==> src/rtl/add1_pkg.sv <==
// Shared constants, counter sizing and flag layout for the add1 bit-serial adder slice.
package add1_pkg;

    localparam int ADD1_DEFAULT_WIDTH = 64;

    function automatic int add1CntWidth(input int width);
        return (width < 2) ? 1 : $clog2(width);
    endfunction

    typedef struct packed {
        logic c;
        logic o;
        logic z;
    } add1_flags_t;

endpackage

==> src/rtl/full_adder_cell.sv <==
// Purely combinational one-bit full adder used as the arithmetic core of add1_core.
module full_adder_cell (
    input  logic a_i,
    input  logic b_i,
    input  logic ci_i,
    output logic s_o,
    output logic co_o
);

    assign s_o  = a_i ^ b_i ^ ci_i;
    assign co_o = (a_i & b_i) | (a_i & ci_i) | (b_i & ci_i);

endmodule

==> src/rtl/add1_core.sv <==
// Registered 1-bit full adder / bit-serial adder with end-of-word C/O/Z flags.
// Optional subtract mode is enabled by defining ADD1_SUB_EN.
module add1_core
    import add1_pkg::*;
#(
    parameter int WIDTH  = ADD1_DEFAULT_WIDTH,
    parameter int SERIAL = 1
) (
    input  logic                             clk,
    input  logic                             rst_n,
    input  logic                             in_valid,
    input  logic                             a,
    input  logic                             b,
    input  logic                             cin,
`ifdef ADD1_SUB_EN
    input  logic                             sub,
`endif
    input  logic                             sof,
    input  logic                             eof,
    output logic                             sum,
    output logic                             co,
    output logic                             out_valid,
    output logic                             word_done,
    output logic                             flag_c,
    output logic                             flag_o,
    output logic                             flag_z,
    output logic [add1CntWidth(WIDTH)-1:0]   bit_idx
);

    localparam int CNT_W = add1CntWidth(WIDTH);
    localparam logic [CNT_W-1:0] LAST_IDX = CNT_W'(WIDTH - 1);

    logic             carry_q;
    logic             zacc_q;
    logic             zacc_d;
    logic [CNT_W-1:0] bitCnt_q;
    logic [CNT_W-1:0] bitCnt_d;
    logic [CNT_W-1:0] curIdx;
    add1_flags_t      flags_q;
    add1_flags_t      flags_d;

    logic subEff;
    logic bEff;
    logic cEff;
    logic sBit;
    logic cBit;
    logic isStart;
    logic lastBit;

`ifdef ADD1_SUB_EN
    logic sub_q;

    // Subtract mode is latched at the first bit and applies to the whole word.
    always_ff @(posedge clk) begin
        if (!rst_n) begin
            sub_q <= 1'b0;
        end else if (in_valid && sof) begin
            sub_q <= sub;
        end
    end

    assign subEff = sof ? sub : sub_q;
`else
    assign subEff = 1'b0;
`endif

    assign bEff = b ^ subEff;

    full_adder_cell u_fa (
        .a_i  (a),
        .b_i  (bEff),
        .ci_i (cEff),
        .s_o  (sBit),
        .co_o (cBit)
    );

    // An idle counter with no sof still starts a word, but keeps carry_q as carry-in.
    always_comb begin
        cEff = carry_q;
        if (sof || (SERIAL == 0)) begin
            cEff = (sof && subEff) ? 1'b1 : cin;
        end

        curIdx  = sof ? '0 : bitCnt_q;
        isStart = (curIdx == '0);
        lastBit = eof || (curIdx == LAST_IDX);

        zacc_d   = isStart ? sBit : (zacc_q | sBit);
        bitCnt_d = lastBit ? '0 : (curIdx + 1'b1);

        flags_d.c = cBit;
        flags_d.o = cEff ^ cBit;
        flags_d.z = ~zacc_d;
    end

    always_ff @(posedge clk) begin
        if (!rst_n) begin
            sum       <= 1'b0;
            co        <= 1'b0;
            out_valid <= 1'b0;
            word_done <= 1'b0;
            carry_q   <= 1'b0;
            zacc_q    <= 1'b0;
            bitCnt_q  <= '0;
            bit_idx   <= '0;
            flags_q   <= '{c: 1'b0, o: 1'b0, z: 1'b1};
        end else if (in_valid) begin
            sum       <= sBit;
            co        <= cBit;
            out_valid <= 1'b1;
            carry_q   <= cBit;
            zacc_q    <= zacc_d;
            bitCnt_q  <= bitCnt_d;
            bit_idx   <= curIdx;
            word_done <= lastBit;
            if (lastBit) begin
                flags_q <= flags_d;
            end
        end else begin
            out_valid <= 1'b0;
            word_done <= 1'b0;
        end
    end

    assign flag_c = flags_q.c;
    assign flag_o = flags_q.o;
    assign flag_z = flags_q.z;

endmodule

==> config.mk <==
export PLATFORM = sky130hd
export DESIGN_NAME = add1_core
export DESIGN_NICKNAME = d
export VERILOG_FILES = /design/src/rtl/add1_pkg.sv /design/src/rtl/full_adder_cell.sv /design/src/rtl/add1_core.sv
export SDC_FILE = /design/constraint.sdc
export NUM_CORES = 1
export LEC_CHECK = 0
export BUFFER_PORTS_ARGS = -buffer_cell sky130_fd_sc_hd__clkbuf_2
export CAP_MARGIN = 5
export CORE_UTILIZATION = 51
export DETAILED_ROUTE_END_ITERATION = 16
export GPL_TIMING_DRIVEN = 0
export PLACE_DENSITY = 0.76
export SYNTH_ARGS = -nofsm -noshare
export SYNTH_HDL_FRONTEND = slang
export SYNTH_SLANG_ARGS = --single-unit
==> constraint.sdc <==
create_clock -name clk -period 2.3 [get_ports clk]
set_clock_uncertainty 0.2 [all_clocks]
set_input_delay 0.46 -clock clk [delete_from_list [all_inputs] [get_ports clk]]
set_output_delay 0.46 -clock clk [all_outputs]
set_load 0.01 [all_outputs]
==> results of run 1 <==
==> layout by cell type, fill, tap and decap left out <==
master	n
nand3_1	2
clkbuf_4	3
buf_2	1
fa_1	1
nor2_1	2
a31o_1	1
a211oi_1	1
buf_6	1
o31ai_1	1
o21ai_0	4
xor2_1	1
nor2b_1	11
a31oi_1	2
clkbuf_1	3
a32o_2	1
nor4_1	3
a22oi_1	2
nand4b_1	1
o2bb2ai_1	1
mux2i_1	8
inv_1	5
nand2_1	10
o21ai_1	2
mux2_4	1
ha_1	2
nor2b_4	1
a21boi_1	2
nand2b_1	1
dfxtp_1	20
and3_4	1
clkbuf_2	19
mux2_1	1
a21boi_0	2
and2_1	5
==> metal layers <==
layer / vias to the layer above / wire, µm
met3: 7 / 96
met4: 0 / 42
met1: 354 / 839
li1: 393 / -
met5: - / 0
met2: 35 / 807
==> cells by family (layout without fill, tap and decap cells) <==
family / after synthesis / in the layout / synth area share [%]
buffers and inverters: 10 / 32 / 4.86
XOR/XNOR: 1 / 1 / 0.920
AO/OA/AOI/OAI: 19 / 19 / 13.8
AND/OR/NAND/NOR: 37 / 37 / 22.5
flip-flops: 20 / 20 / 42.0
multiplexers: 10 / 10 / 11.2
adder cells (fa/ha/maj): 3 / 3 / 4.73
==> metrics by stage <==
step                total power (µW)  hold slack [ps]  area (µm²)
floorplan                        423              253         952
global route                     637              241        1100
detailed placement               449              261        1080
CTS                              611              242        1100
global placement                 447              253        1080
finish                           602              251        1100
==> state kept, by name, summed over array words and instances, names as in the netlist <==
name,flops
word_done,1
carry_q,1
zacc_q,1
flag_z,1
bit_idx,6
flag_o,1
bitCnt_q,6
out_valid,1
sum,1
flag_c,1
==> path summary, 6_finish.rpt <==
check | from | endpoint | slack (ps) | depth (start not counted)
max | bitCnt_q[0]$_SDFFE_PN0P_ | flag_c$_SDFFE_PN0P_ | 340 | 6
min | rst_n | flag_z$_SDFFE_PN1P_ | 250 | 3
min reg2reg | sum$_SDFFE_PN0P_ | sum$_SDFFE_PN0P_ | 270 | 2
max reg2reg | bitCnt_q[0]$_SDFFE_PN0P_ | flag_c$_SDFFE_PN0P_ | 340 | 6
==> report_power, final <==
part	leakage (µW)	switching [µW]	internal [µW]	total (µW)
registers	0.000163	5.52	358	363
logic	0.000289	42.7	35.4	78.2
clock network	0.0000138	99.8	61.0	161
==> layout make-up <==
class | instances | area, µm² | area share, %
timing repair buffer | 19 | 95.1 | 8.64
clock buffer | 3 | 22.5 | 2.05
buffer | 5 | 27.5 | 2.50
sequential | 20 | 400 | 36.4
multi-input combinational | 70 | 505 | 45.9
inverter | 5 | 18.8 | 1.70
tap | 25 | 31.3 | 2.84
==> worst max-delay path, delay by kind of cell (launching register included) <==
family	cells	cell delay (ps)
AND/OR/NAND/NOR	3	560
flip-flops	1	370
adder cells (fa/ha/maj)	1	250
AO/OA/AOI/OAI	1	260
multiplexers	1	220
==> flow_summary.ini, run 1 <==
[power_and_ir_drop]
p_leak_uw = 0.000466
p_per_area_mw_per_mm2 = 547
peakVddDrop_uv = 348

[clock_network]
cts_setup_buffers = 0
ctsLongestPathBuffers = 2
cts-root-buf = clkbuf_4
cts_hold_buffers = 0
cts-resized-gates = 0
path_clk_slew_ps = 100
cts_sinks = 20
cts_tree = done
h-tree-depth = 1
worstSkewPairLatency_ps = 290
numCtsBuffers = 3

[yosys]
ys_ff_latch = 20
synth_cell_types = 32
yosysWarnings = 0
synth_top_cells_by_area = dfxtp_1 42%, mux2i_1 8.4%, nor2b_1 7.2%, nand2_1 3.9%, and2_1 3.3%
seq_area_frac_synth_pct = 42.0
ys.flop_type = dfxtp_1
synth_area_um2 = 952
synth-edff-count = 0
syn_nets = 111
syn_avg_cell_area_um2 = 9.52
ys_async_sr_fraction_pct = 0
netlist.area_leader.share_pct = 42.0
postSynthCellCount = 100
synth_common_cells = 20 x dfxtp_1, 11 x nor2b_1, 10 x nand2_1
synth_top_area_cell = dfxtp_1
yosysMostFrequentCell = dfxtp_1

[worst_setup_path]
worstPathRequired_ps = 2300
path_max_fanout = 6
slowest_delay_ps = 370
crit_path_top_delay_cell = dfxtp_1
setup.worst_path.class = reg2reg
path_common_cell = nor2b_1
critPathLaunchType = register
crit_path_end_kind = register
crit_chain = nor2b_1, ha_1, and3_4, a32o_2, mux2i_1, nor2b_1
cp.arrival_ps = 1950

[floorplan]
die_area_mm2 = 0.00204
fp.dieW_um = 45.2
start_util_pct = 54.6
pin_count = 21
rows = 15
core_area_mm2 = 0.00175
chipHeight_um = 45.2

[timing]
finalCritPeriodShare_pct = 85.0
setup_viol = 0
clock.fmax_ghz = 0.511
tightest_slew_ps = 408
fin_crit_ps = 1960
slew_viol_final = 0
setup_ws_ps = 344
tns_ps = 0
relSlewSlack_pct = 72.8
finalHoldViolCount = 0
rsz0062_at_grt = false

[global_routing]
grt_max_degree = 11
grt-ovfl-total = 0
grt_pass1_vias = 667
top_usage_layer = met2
grt.met2_usage_pct = 30.4
grt_util_met1_pct = 26.6
grt_pass1_wl_um = 2850
grtUsageTotal_pct = 19.9
antenna_found_initial = 0
met3_usage_pct = 2.40

[final_layout]
fin_cells = 147
fin_nets = 135
area_delta_synth_final_pct = 15.6
n_fill_cell = 170
n_antenna_cell = 0
utilization_pct = 63.1
drive_above_1_share_pct = 23.0

[place]
gp_congestion = 0.811
place_ws_ps = 162
dp.cells = 144
place.detailed.hpwl_um = 1300
port_buffers = 19

[min_path]
hold_class = in2reg

[detailed_routing]
drt_iter0_drc = 14
antenna_left = 0
drt_wl_total_um = 1790
wl_per_cell_um = 12.1
drc_errors = 0
first_pass_iters = 4
vias_per_cell = 5.37
vias = 789

[job]
maxCapViolations = 0

[status]
status = complete, no violations
No activity file was read; power rests on OpenSTA's default activity.
==> run 2: changes to the inputs <==
--- a/config.mk
+++ b/config.mk
@@ -7,10 +7,10 @@
 export LEC_CHECK = 0
 export BUFFER_PORTS_ARGS = -buffer_cell sky130_fd_sc_hd__clkbuf_2
 export CAP_MARGIN = 5
-export CORE_UTILIZATION = 51
+export CORE_UTILIZATION = 45
 export DETAILED_ROUTE_END_ITERATION = 16
 export GPL_TIMING_DRIVEN = 0
-export PLACE_DENSITY = 0.76
+export PLACE_DENSITY = 0.68
 export SYNTH_ARGS = -nofsm -noshare
 export SYNTH_HDL_FRONTEND = slang
 export SYNTH_SLANG_ARGS = --single-unit
==> flow_summary.ini, run 2 (synthesis gave the netlist of run 1 again) <==
[final_layout]
layout_commonest_cell = dfxtp_1
n_antenna_cell = 0
reg_top3 = bitCnt_q (6), bit_idx (6)
drive_above_1_share_pct = 23.6
n_fill_cell = 181
fin_nets = 135
layout_common_cells = 20 x dfxtp_1, 19 x clkbuf_2, 11 x nor2b_1, 10 x nand2_1, 8 x mux2i_1
area_delta_synth_final_pct = 17.3

[timing]
relSlewSlack_pct = 72.2
clock.fmax_ghz = 0.510
setup_viol = 0
setup_ws_ps = 338
finalCritPeriodShare_pct = 85.3
tightest_slew_ps = 417
slew_viol_final = 0
rsz0062_at_grt = false
finalHoldViolCount = 0
tns_ps = 0
fin_crit_ps = 1960

[power_and_ir_drop]
seqPwrFrac_pct = 56.3
p_clk_share_pct = 31.7
peakVddDrop_uv = 424
p_sw_uw = 156
p_leak_uw = 0.000473
p_per_area_mw_per_mm2 = 578
internal_power_uw = 490
power_frac_comb_pct = 12.1
sw_frac_of_total_pct = 24.2

[floorplan]
pin_count = 21
core_area_mm2 = 0.00198
fp.dieW_um = 48
chipHeight_um = 48
start_util_pct = 48.0
die_area_mm2 = 0.00230
rows = 16

[place]
place_ws_ps = 114
place.detailed.hpwl_um = 1310
gp_congestion = 0.850
port_buffers = 19

[global_routing]
grtUsageTotal_pct = 18.2
grt_pass1_wl_um = 2820
grt-ovfl-total = 0
grt_pass1_vias = 631
antenna_found_initial = 0
grt_max_degree = 12

[detailed_routing]
wl_per_cell_um = 12.1
vias = 770
drt_iter0_drc = 15
drc_errors = 0
vias_per_cell = 5.13
first_pass_iters = 4
drt_wl_total_um = 1820
antenna_left = 0

[min_path]
hold_depth = 3
hold_class = in2reg

[status]
status = complete, no violations

[worst_setup_path]
path_common_cell = nor2b_1
crit_chain = nor2b_1, ha_1, and3_4, a32o_2, mux2i_1, nor2b_1
r2r_end = flag_c$_SDFFE_PN0P_
crit_family = simple AND/OR/NAND/NOR gates
cp.arrival_ps = 1970
startpoint = bitCnt_q[0]$_SDFFE_PN0P_
path_depth = 6
slowest_delay_ps = 360
rrSetupSlack_ps = 340
endpoint = flag_c$_SDFFE_PN0P_
crit_path_top_delay_cell = dfxtp_1
path_max_fanout = 6
crit_path_end_kind = register
setup.worst_path.class = reg2reg
critPathLaunchType = register
r2r_cells = 6
critPathBufInv = 0
worstPathRequired_ps = 2300
reg2reg_from = bitCnt_q[0]$_SDFFE_PN0P_

[clock_network]
cts_tree = done
cts_setup_buffers = 0
worstSkewPairLatency_ps = 300
ctsLongestPathBuffers = 2
numCtsBuffers = 3
cts-root-buf = clkbuf_4
cts_hold_buffers = 0
cts-resized-gates = 0
h-tree-depth = 1
cts_sinks = 20
path_clk_slew_ps = 110

[job]
maxCapViolations = 0
## run 2: cell count changes in the layout (fill, tap and decap cells not counted)
cell / previous run / this run
clkbuf_8: 0 / 1
## run 2: worst min path at each step
stage                        startpoint                  endpoint  slack, ps
6_report                          rst_n       flag_z$_SDFFE_PN1P_        250
5_1_grt                           rst_n       flag_z$_SDFFE_PN1P_        280
4_1_cts                           rst_n       flag_z$_SDFFE_PN1P_        250
3_5_place_dp           sum$_SDFFE_PN0P_          sum$_SDFFE_PN0P_        270
3_3_place_gp           sum$_SDFFE_PN0P_          sum$_SDFFE_PN0P_        260
2_1_floorplan  bitCnt_q[1]$_SDFFE_PN0P_  bitCnt_q[1]$_SDFFE_PN0P_        250
## run 2: layer usage
layer,global-route usage (%),vias to the layer above,share of wire [%]
met1,23.4,359,47
met3,4.91,5,3.6
met2,28.1,17,48
met5,0,-,0
met4,8.89,0,1.5
li1,-,389,-
## run 2: area by class of cell
| type | count | area, µm² | area share, % |
|---|---|---|---|
| Buffer | 5 | 27.5 | 2.46 |
| Clock buffer | 4 | 36.3 | 3.25 |
| Inverter | 5 | 18.8 | 1.68 |
| Multi-Input combinational cell | 70 | 505 | 45.2 |
| Sequential cell | 20 | 400 | 35.8 |
| Tap cell | 27 | 33.8 | 3.02 |
| Timing Repair Buffer | 19 | 95.1 | 8.51 |
## run 2: power by group through the flow
stage               registers, µW  clock network (µW)  logic, µW
finish                        363                 204       78.0
detailed placement            371                   0       78.3
floorplan                     375                   0       47.7
global placement              371                   0       77.6
global route                  365                 221       87.5
CTS                           363                 207       78.9
## run 2: metrics by stage
step / area [µm²] / cells / hold slack [ps] / total power [µW] / utilization, %
2_1_floorplan: 952 / 100 / 253 / 423 / -
3_3_place_gp: 1080 / 146 / 255 / 448 / 54.5
5_1_grt: 1120 / 150 / 279 / 673 / 56.4
3_5_place_dp: 1080 / 146 / 268 / 449 / 54.5
4_1_cts: 1120 / 150 / 249 / 650 / 56.4
6_report: 1120 / 150 / 245 / 646 / 56.4
## run 2: worst reg2reg max path, delay by kind of cell (launching register included)
family	cells	cell delay (ps)
simple gates	3	580
flops	1	360
fa+ha+maj	1	270
compound gates	1	260
mux	1	200
